## src/rtl/tao_ifu.sv

```systemverilog
// Instruction fetch unit: fetches one 32-bit word per retired instruction over a
// valid/ready memory port and hands {inst, inst_pc} to decode; sticky fault on error/timeout.
module tao_ifu #(
  parameter logic [31:0] RESET_PC = 32'h8000_0000,
  parameter logic [15:0] TIMEOUT  = 16'd1023
) (
  input  logic        clk,
  input  logic        rst,
  input  logic [31:0] pc_in,
  input  logic        pc_valid,
  output logic        mem_req_valid,
  output logic [31:0] mem_req_addr,
  input  logic        mem_req_ready,
  input  logic        mem_rsp_valid,
  input  logic [31:0] mem_rsp_data,
  input  logic        mem_rsp_err,
  output logic        mem_rsp_ready,
  output logic        inst_valid,
  output logic [31:0] inst,
  output logic [31:0] inst_pc,
  input  logic        inst_ready,
  output logic        fetch_err,
  output logic [31:0] fetch_cnt
);

  typedef enum logic [2:0] {
    S_BOOT, S_REQ, S_RSP, S_OUT, S_WAITPC, S_ERR
  } state_t;

  state_t      state;
  logic [31:0] fetch_pc;
  logic [15:0] timer;
  logic        pc_aligned;
  logic        timed_out;

  assign pc_aligned   = (pc_in[1:0] == 2'b00);
  assign timed_out    = (TIMEOUT != 16'd0) && (timer == TIMEOUT - 16'd1);
  assign mem_req_addr = fetch_pc;

  // Single-process FSM; every valid/ready output is a flop updated on its transition.
  always_ff @(posedge clk or negedge rst) begin
    if (!rst) begin
      state         <= S_BOOT;
      fetch_pc      <= RESET_PC;
      inst          <= 32'd0;
      inst_pc       <= 32'd0;
      fetch_cnt     <= 32'd0;
      timer         <= 16'd0;
      fetch_err     <= 1'b0;
      mem_req_valid <= 1'b0;
      mem_rsp_ready <= 1'b0;
      inst_valid    <= 1'b0;
    end else begin
      case (state)
        S_BOOT: begin
          state         <= S_REQ;
          mem_req_valid <= 1'b1;
        end
        S_REQ: begin
          if (mem_req_ready) begin
            state         <= S_RSP;
            mem_req_valid <= 1'b0;
            mem_rsp_ready <= 1'b1;
            timer         <= 16'd0;
          end
        end
        S_RSP: begin
          timer <= timer + 16'd1;
          // A good response wins over a timeout landing in the same cycle.
          if (mem_rsp_valid && !mem_rsp_err) begin
            state         <= S_OUT;
            inst          <= mem_rsp_data;
            inst_pc       <= fetch_pc;
            mem_rsp_ready <= 1'b0;
            inst_valid    <= 1'b1;
          end else if (mem_rsp_valid || timed_out) begin
            state         <= S_ERR;
            mem_rsp_ready <= 1'b0;
            fetch_err     <= 1'b1;
          end
        end
        S_OUT: begin
          if (inst_ready) begin
            inst_valid <= 1'b0;
            fetch_cnt  <= fetch_cnt + 32'd1;
            if (pc_valid && pc_aligned) begin
              state         <= S_REQ;
              fetch_pc      <= pc_in;
              mem_req_valid <= 1'b1;
            end else if (pc_valid) begin
              state     <= S_ERR;
              fetch_err <= 1'b1;
            end else begin
              state <= S_WAITPC;
            end
          end
        end
        S_WAITPC: begin
          if (pc_valid && pc_aligned) begin
            state         <= S_REQ;
            fetch_pc      <= pc_in;
            mem_req_valid <= 1'b1;
          end else if (pc_valid) begin
            state     <= S_ERR;
            fetch_err <= 1'b1;
          end
        end
        S_ERR: begin
          mem_req_valid <= 1'b0;
          mem_rsp_ready <= 1'b0;
          inst_valid    <= 1'b0;
          fetch_err     <= 1'b1;
        end
        default: begin
          state     <= S_ERR;
          fetch_err <= 1'b1;
        end
      endcase
    end
  end

endmodule

```

## config.mk

```make
export PLATFORM = sky130hd
export DESIGN_NAME = tao_ifu
export DESIGN_NICKNAME = d
export VERILOG_FILES = /design/src/rtl/tao_ifu.sv
export SDC_FILE = /design/constraint.sdc
export NUM_CORES = 1
export LEC_CHECK = 0
export CAP_MARGIN = 40
export CORE_ASPECT_RATIO = 0.7
export CORE_UTILIZATION = 45
export DETAILED_ROUTE_END_ITERATION = 16
export MAX_ROUTING_LAYER = met4
export PLACE_DENSITY = 0.85
export SYNTH_ARGS = -nofsm -noshare
export SYNTH_HDL_FRONTEND = slang
export SYNTH_SLANG_ARGS = --single-unit
```

## constraint.sdc

```tcl
create_clock -name clk -period 3.7 [get_ports clk]
set_input_delay 0.37 -clock clk [delete_from_list [all_inputs] [get_ports clk]]
set_output_delay 0.37 -clock clk [all_outputs]
set_load 0.02 [all_outputs]
```

==> results of run 1 <==
[layout make-up]
type / count / area [sq um] / share of cell area (%)
inverter: 8 / 30.0 / 0.328
clock inverter: 14 / 115 / 1.26
multi-input combinational: 306 / 2450 / 26.8
tap: 185 / 231 / 2.53
sequential: 151 / 3780 / 41.3
timing repair buffer: 211 / 2110 / 23.1
clock buffer: 18 / 439 / 4.79
[cells in the mapped netlist (all sizes together) (7+ instances only)]
| library cell | instances |
|---|---|
| nand2 | 30 |
| mux2 | 94 |
| xor2 | 10 |
| dfrtp | 150 |
| nand4 | 19 |
| nor3 | 8 |
| inv | 8 |
| xnor2 | 21 |
| a21oi | 13 |
| and3 | 10 |
| clkbuf | 7 |
| buf | 14 |
| nand3 | 19 |
| o21ai | 19 |
[power groups by stage]
| stage | Sequential [mW] | Combinational [mW] | Clock, mW |
|---|---|---|---|
| final | 2.28 | 1.66 | 1.61 |
| after global routing | 2.33 | 1.76 | 1.71 |
| after CTS | 2.28 | 1.67 | 1.65 |
| after detailed placement | 2.31 | 1.66 | 0 |
| after global placement | 2.27 | 1.61 | 0 |
| after floorplan | 2.60 | 0.461 | 0 |
[how the worst min path moves through the flow]
stage	from	slack [ns]	cells past startpoint	to
after detailed placement	rst	0.30	1	fetch_cnt[31]
final	rst	0.43	2	fetch_cnt[27]
after CTS	rst	0.43	2	fetch_cnt[31]
after global placement	fetch_err	0.45	1	fetch_err
after global routing	rst	0.46	2	fetch_cnt[29]
after floorplan	rst	0.07	0	fetch_cnt[0]
[state kept, by name, summed over array words and instances (netlist names)]
signal / count
timer: 16
fetch_err: 1
inst_pc: 32
mem_req_addr: 32
mem_req_valid: 1
inst_valid: 1
state: 3
inst: 32
mem_rsp_ready: 1
fetch_cnt: 32
[cells by family after synthesis]
group                      after synthesis  synth area share (%)
AOI/OAI and AO/OA                       47                  4.28
xor gates and xnor gates                31                  4.26
adders and majority gates                3                 0.589
buffers and inverters                   29                  2.30
DFF                                    151                  59.3
muxes                                   98                  17.2
and+or+nand+nor                        127                  12.0
[stage by stage]
stage	hold slack, ns	util, %	power [mW]
floorplan	0.0744	-	3.06
detailed placement	0.299	63.7	3.96
CTS	0.434	67.9	5.60
global route	0.461	67.9	5.80
global placement	0.446	63.5	3.88
finish	0.434	67.9	5.55
[worst max-delay path, stage by stage (launching register included)]
cell and delay (ns):
dfrtp_1 0.58, or3b_1 0.62, nor3b_4 0.25, buf_4 0.59, mux2_2 0.42
[routing by layer]
metal	track usage (%)	vias up	share of wire, %
met5	-	-	0
met4	11.4	0	2.3
met3	7.14	31	7.8
met2	37.8	195	48
met1	27.4	2330	41
li1	-	2165	-
==> summary.txt, run 1 <==
Route
  – Final WL: 16.0 mm
  – Total number of vias: 4,721
  – Remaining antenna violation count: 0
  – Drt via density: 5.29
  – DRC: 0
  – Routed WL per cell: 18.0 um
  – Drt initial violations: 254
  – DR pass1 iterations: 6

Worst setup path
  – Worst-path fanout max: 56
  – Reg-to-Reg Start: state[0]
  – End of the critical path: inst[29]
  – Worst Path Required: 3.99 ns
  – Crit end category: flip-flop
  – Reg2reg setup slack: 1.03 ns
  – Critical path arrival: 2.96 ns
  – Worst Setup SP: state[0]
  – Reg-to-Reg End: inst[29]
  – Element type at the critical path start: flip-flop
  – R2r worst-path depth: 4
  – Type of the worst setup path: flip-flop to flip-flop

Floorplanning
  – Core box area: 0.0135 sq mm
  – # rows: 35
  – Die Span Y: 102 um
  – Die area: 0.0147 sq mm
  – Die width: 144 um
  – IO Pins: 203
  – Initial core utilization: 47.3%

Cells and area
  – ANT cells: 0
  – Commonest non-fill, non-tap cell in the layout: clkdlybuf4s50_1
  – Most frequent cells in the layout: 201 x clkdlybuf4s50_1, 150 x dfrtp_1, 78 x mux2_2, 30 x nand2_1, 21 x xnor2_1
  – Post-Layout Cell Count: 893
  – Layout cells sized above 1: 18.1%
  – Area grow syn2layout: 43.8%
  – Post-route cell area: 0.00916 sq mm
  – Nets: 769
  – Number of fill cells: 973

Logic synthesis
  – Ranking of synthesized cells by area: dfrtp_1 59%, mux2_2 14%, xnor2_1 2.9%
  – Number of flops mapped to enable cells by yosys: 0
  – Yosys reg bits: 151
  – Post-Synthesis Cells: 486
  – Synth cell types: 49
  – Post-synth top area cell: dfrtp_1
  – Ys async rst share: 100%
  – Share of the yosys chip area belonging to registers: 59.3%
  – Post-Syn Area: 0.00637 sq mm
  – Most used DFF post-synth: dfrtp_1
  – Synth warn: 0
  – Synthesized area per cell: 13.1 sq um
  – Post-synth top area share: 58.9%
  – Syn nets: 560

Placed design
  – Port Buffers: 202
  – Routability cong.: 0.933
  – Hpwl dp: 11.5 mm
  – Dpl cells: 860
  – DP Area: 0.00860 sq mm
  – Dpl ws: 1.05 ns

Timing
  – Tmin final: 2.67 ns
  – Fin Setup TNS: 0 ns
  – Final Hold Vio Count: 0
  – Period utilization: 72.2%
  – # setup viols final: 0
  – Slew @ Worst Pin: 0.955 ns
  – Max transition margin: 35.7%
  – Achievable Freq: 374 MHz
  – Clock Skew: 0.0112 ns
  – Final WS setup: 1.03 ns
  – Final Max Tran Viols: 0
  – RSZ-0062 raised after global routing: false

CTS
  – CTS Buffer Depth: 2
  – Post-CTS Setup Bufs: 0
  – Root buf cell: clkbuf_16
  – CTS tree: built
  – Hold_buf cts: 1
  – CTS Buf Count: 17
  – CTS clk-pin slew, worst paths: 0.07 ns
  – Max H-tree Level: 4
  – Clk Latency, worst-skew pair: 0.41 ns
  – CTS sink count: 151
  – Resized cells post-CTS: 0

Global routing
  – Total grt overflow: 0
  – Global-route wire length before repair: 25.3 mm
  – Global Route Usage Sum: 23.7%
  – Initial antenna violation count: 0
  – Vias in the first global route: 5,031
  – Largest net degree at the start of global routing: 65

Pwr
  – Psw: 1.80 mW
  – Power share of the clock group: 29.0%
  – P_leak: 4.08 nW
  – PwrDens: 605 mW/mm^2
  – Logic gate share of total power: 29.9%
  – Switching Fraction: 32.4%
  – Pint: 3.75 mW
  – VDD IR max: 0.000460 V
  – Flop pwr share: 41.1%

Hold path
  – Worst hold-check path type: input pin to async pin

Run
  – Maximum capacitance violations: 0

Run status
  – Status: complete, no violations
Note: power is estimated with default switching activity, not from simulation.
==> run 2, diff against run 1 <==
Clock period 3.7 ns to 2.73 ns, I/O delays scaled along.
==> run 2 against run 1 <==
Against the previous run:
- combinational power is 39% higher
- final cell count is 0.45% higher
- core utilization is 0.55 points higher
- worst hold slack better by 0.017 ns
- largest cell class unchanged
==> summary.txt, run 2 (synthesized netlist as in run 1, its figures left out) <==
Run status
  – Status: complete, no violations

Worst setup path
  – Worst Path Required: 3.02 ns
  – Crit end category: flip-flop
  – Reg2reg setup slack: 0.42 ns
  – Type of the worst setup path: flip-flop to flip-flop
  – Worst Setup SP: state[1]
  – Reg-to-Reg Start: state[1]
  – End of the critical path: inst[29]
  – R2r worst-path depth: 4
  – Element type at the critical path start: flip-flop
  – Critical path arrival: 2.60 ns
  – Reg-to-Reg End: inst[29]
  – Worst-path fanout max: 30

Timing
  – Max transition margin: 51.8%
  – Period utilization: 84.6%
  – Final WS setup: 0.420 ns
  – Clock Skew: 0.00881 ns
  – RSZ-0062 raised after global routing: false
  – Final Max Tran Viols: 0
  – Min Hold Slack: 0.451 ns
  – # setup viols final: 0
  – Tmin final: 2.31 ns
  – Slew @ Worst Pin: 0.717 ns
  – Final Hold Vio Count: 0
  – Fin Setup TNS: 0 ns
  – Achievable Freq: 433 MHz

CTS
  – Clk Latency, worst-skew pair: 0.40 ns
  – Hold_buf cts: 1
  – Root buf cell: clkbuf_16
  – Post-CTS Setup Bufs: 0
  – CTS Buffer Depth: 2
  – CTS tree: built
  – Max H-tree Level: 4
  – CTS sink count: 151
  – CTS Buf Count: 17
  – Resized cells post-CTS: 0
  – CTS clk-pin slew, worst paths: 0.07 ns

Global routing
  – GRT met1 Usage: 28.9%
  – Vias in the first global route: 4,875
  – GR Layer Usage met2: 37.3%
  – Met3 usage in global routing: 7.80%
  – Largest net degree at the start of global routing: 74
  – Global Route Usage Sum: 23.7%
  – Initial antenna violation count: 0
  – Global route hottest layer: met2
  – Global-route wire length before repair: 25.5 mm
  – Total grt overflow: 0

Placed design
  – Dpl cells: 864
  – Hpwl dp: 11.6 mm
  – Port Buffers: 202
  – DP Area: 0.00865 sq mm
  – Dpl ws: 0.384 ns
  – Routability cong.: 0.812

Pwr
  – P_leak: 4.13 nW
  – VDD IR max: 0.000583 V
  – PwrDens: 827 mW/mm^2
  – Total chip power: 7.64 mW

Route
  – DR pass1 iterations: 4
  – Final WL: 16.1 mm
  – Total number of vias: 4,783
  – Drt via density: 5.33
  – Remaining antenna violation count: 0
  – DRC: 0
  – Drt initial violations: 220
  – Routed WL per cell: 17.9 um

Floorplanning
  – IO Pins: 203
  – # rows: 35
  – Die width: 144 um
  – Core box area: 0.0135 sq mm
  – Die area: 0.0147 sq mm
  – Die Span Y: 102 um
  – Initial core utilization: 47.3%

Cells and area
  – Post-Layout Cell Count: 897
  – Post-route cell area: 0.00924 sq mm
  – Most frequent cells in the layout: 201 x clkdlybuf4s50_1, 150 x dfrtp_1, 78 x mux2_2, 30 x nand2_1, 21 x xnor2_1
  – Number of fill cells: 993
  – Commonest non-fill, non-tap cell in the layout: clkdlybuf4s50_1
  – Layout cells sized above 1: 18.5%
  – Core Util, Final: 68.5%
  – Area grow syn2layout: 44.9%
  – ANT cells: 0
  – Nets: 773

Hold path
  – Worst hold-check path type: input pin to async pin

Run
  – Maximum capacitance violations: 0
-- run 2: cell count changes in the layout (fill, tap and decap cells not counted), sizes merged --
| cell | delta |
|---|---|
| bufinv | +1 |
| clkinvlp | -6 |
| buf | +4 |
| clkinv | +2 |
| inv | +4 |
| clkbuf | -1 |
-- run 2: worst min path at each step --
stage | cells after the start | slack, ns | end
after floorplan | 0 | -0.02 | fetch_cnt[0]
after global placement | 1 | 0.32 | fetch_cnt[22]
after detailed placement | 1 | 0.34 | inst[10]
after CTS | 2 | 0.45 | inst[25]
after global routing | 2 | 0.46 | inst[19]
final | 2 | 0.45 | inst[5]
-- run 2: power breakdown --
group | switching [mW] | total, mW | leakage, nW | internal [mW]
registers | 0.340 | 3.04 | 2.03 | 2.70
clock network | 0.998 | 2.29 | 0.285 | 1.29
logic | 1.11 | 2.30 | 1.82 | 1.19
total | 2.45 | 7.64 | 4.13 | 5.19
-- run 2: critical path: stages, from the launching register on --
cell and delay, ns:
dfrtp_1 0.55, or3b_1 0.59, nor3b_4 0.41, buf_12 0.25, mux2_2 0.37
-- run 2: final cells by class --
cell class                      count  area (sq um)  area share (%)
Clock buffer                       17           425            4.61
Clock inverter                     15           155            1.68
Inverter                            8          30.0           0.325
Multi-Input combinational cell    306          2450            26.6
Sequential cell                   151          3780            40.9
Tap cell                          185           231            2.51
Timing Repair Buffer              215          2160            23.4
-- run 2: routing by layer --
layer,up-vias,wire length (um)
met5,-,0
met3,18,1320
met1,2394,6830
met2,191,7730
li1,2180,-
met4,0,214
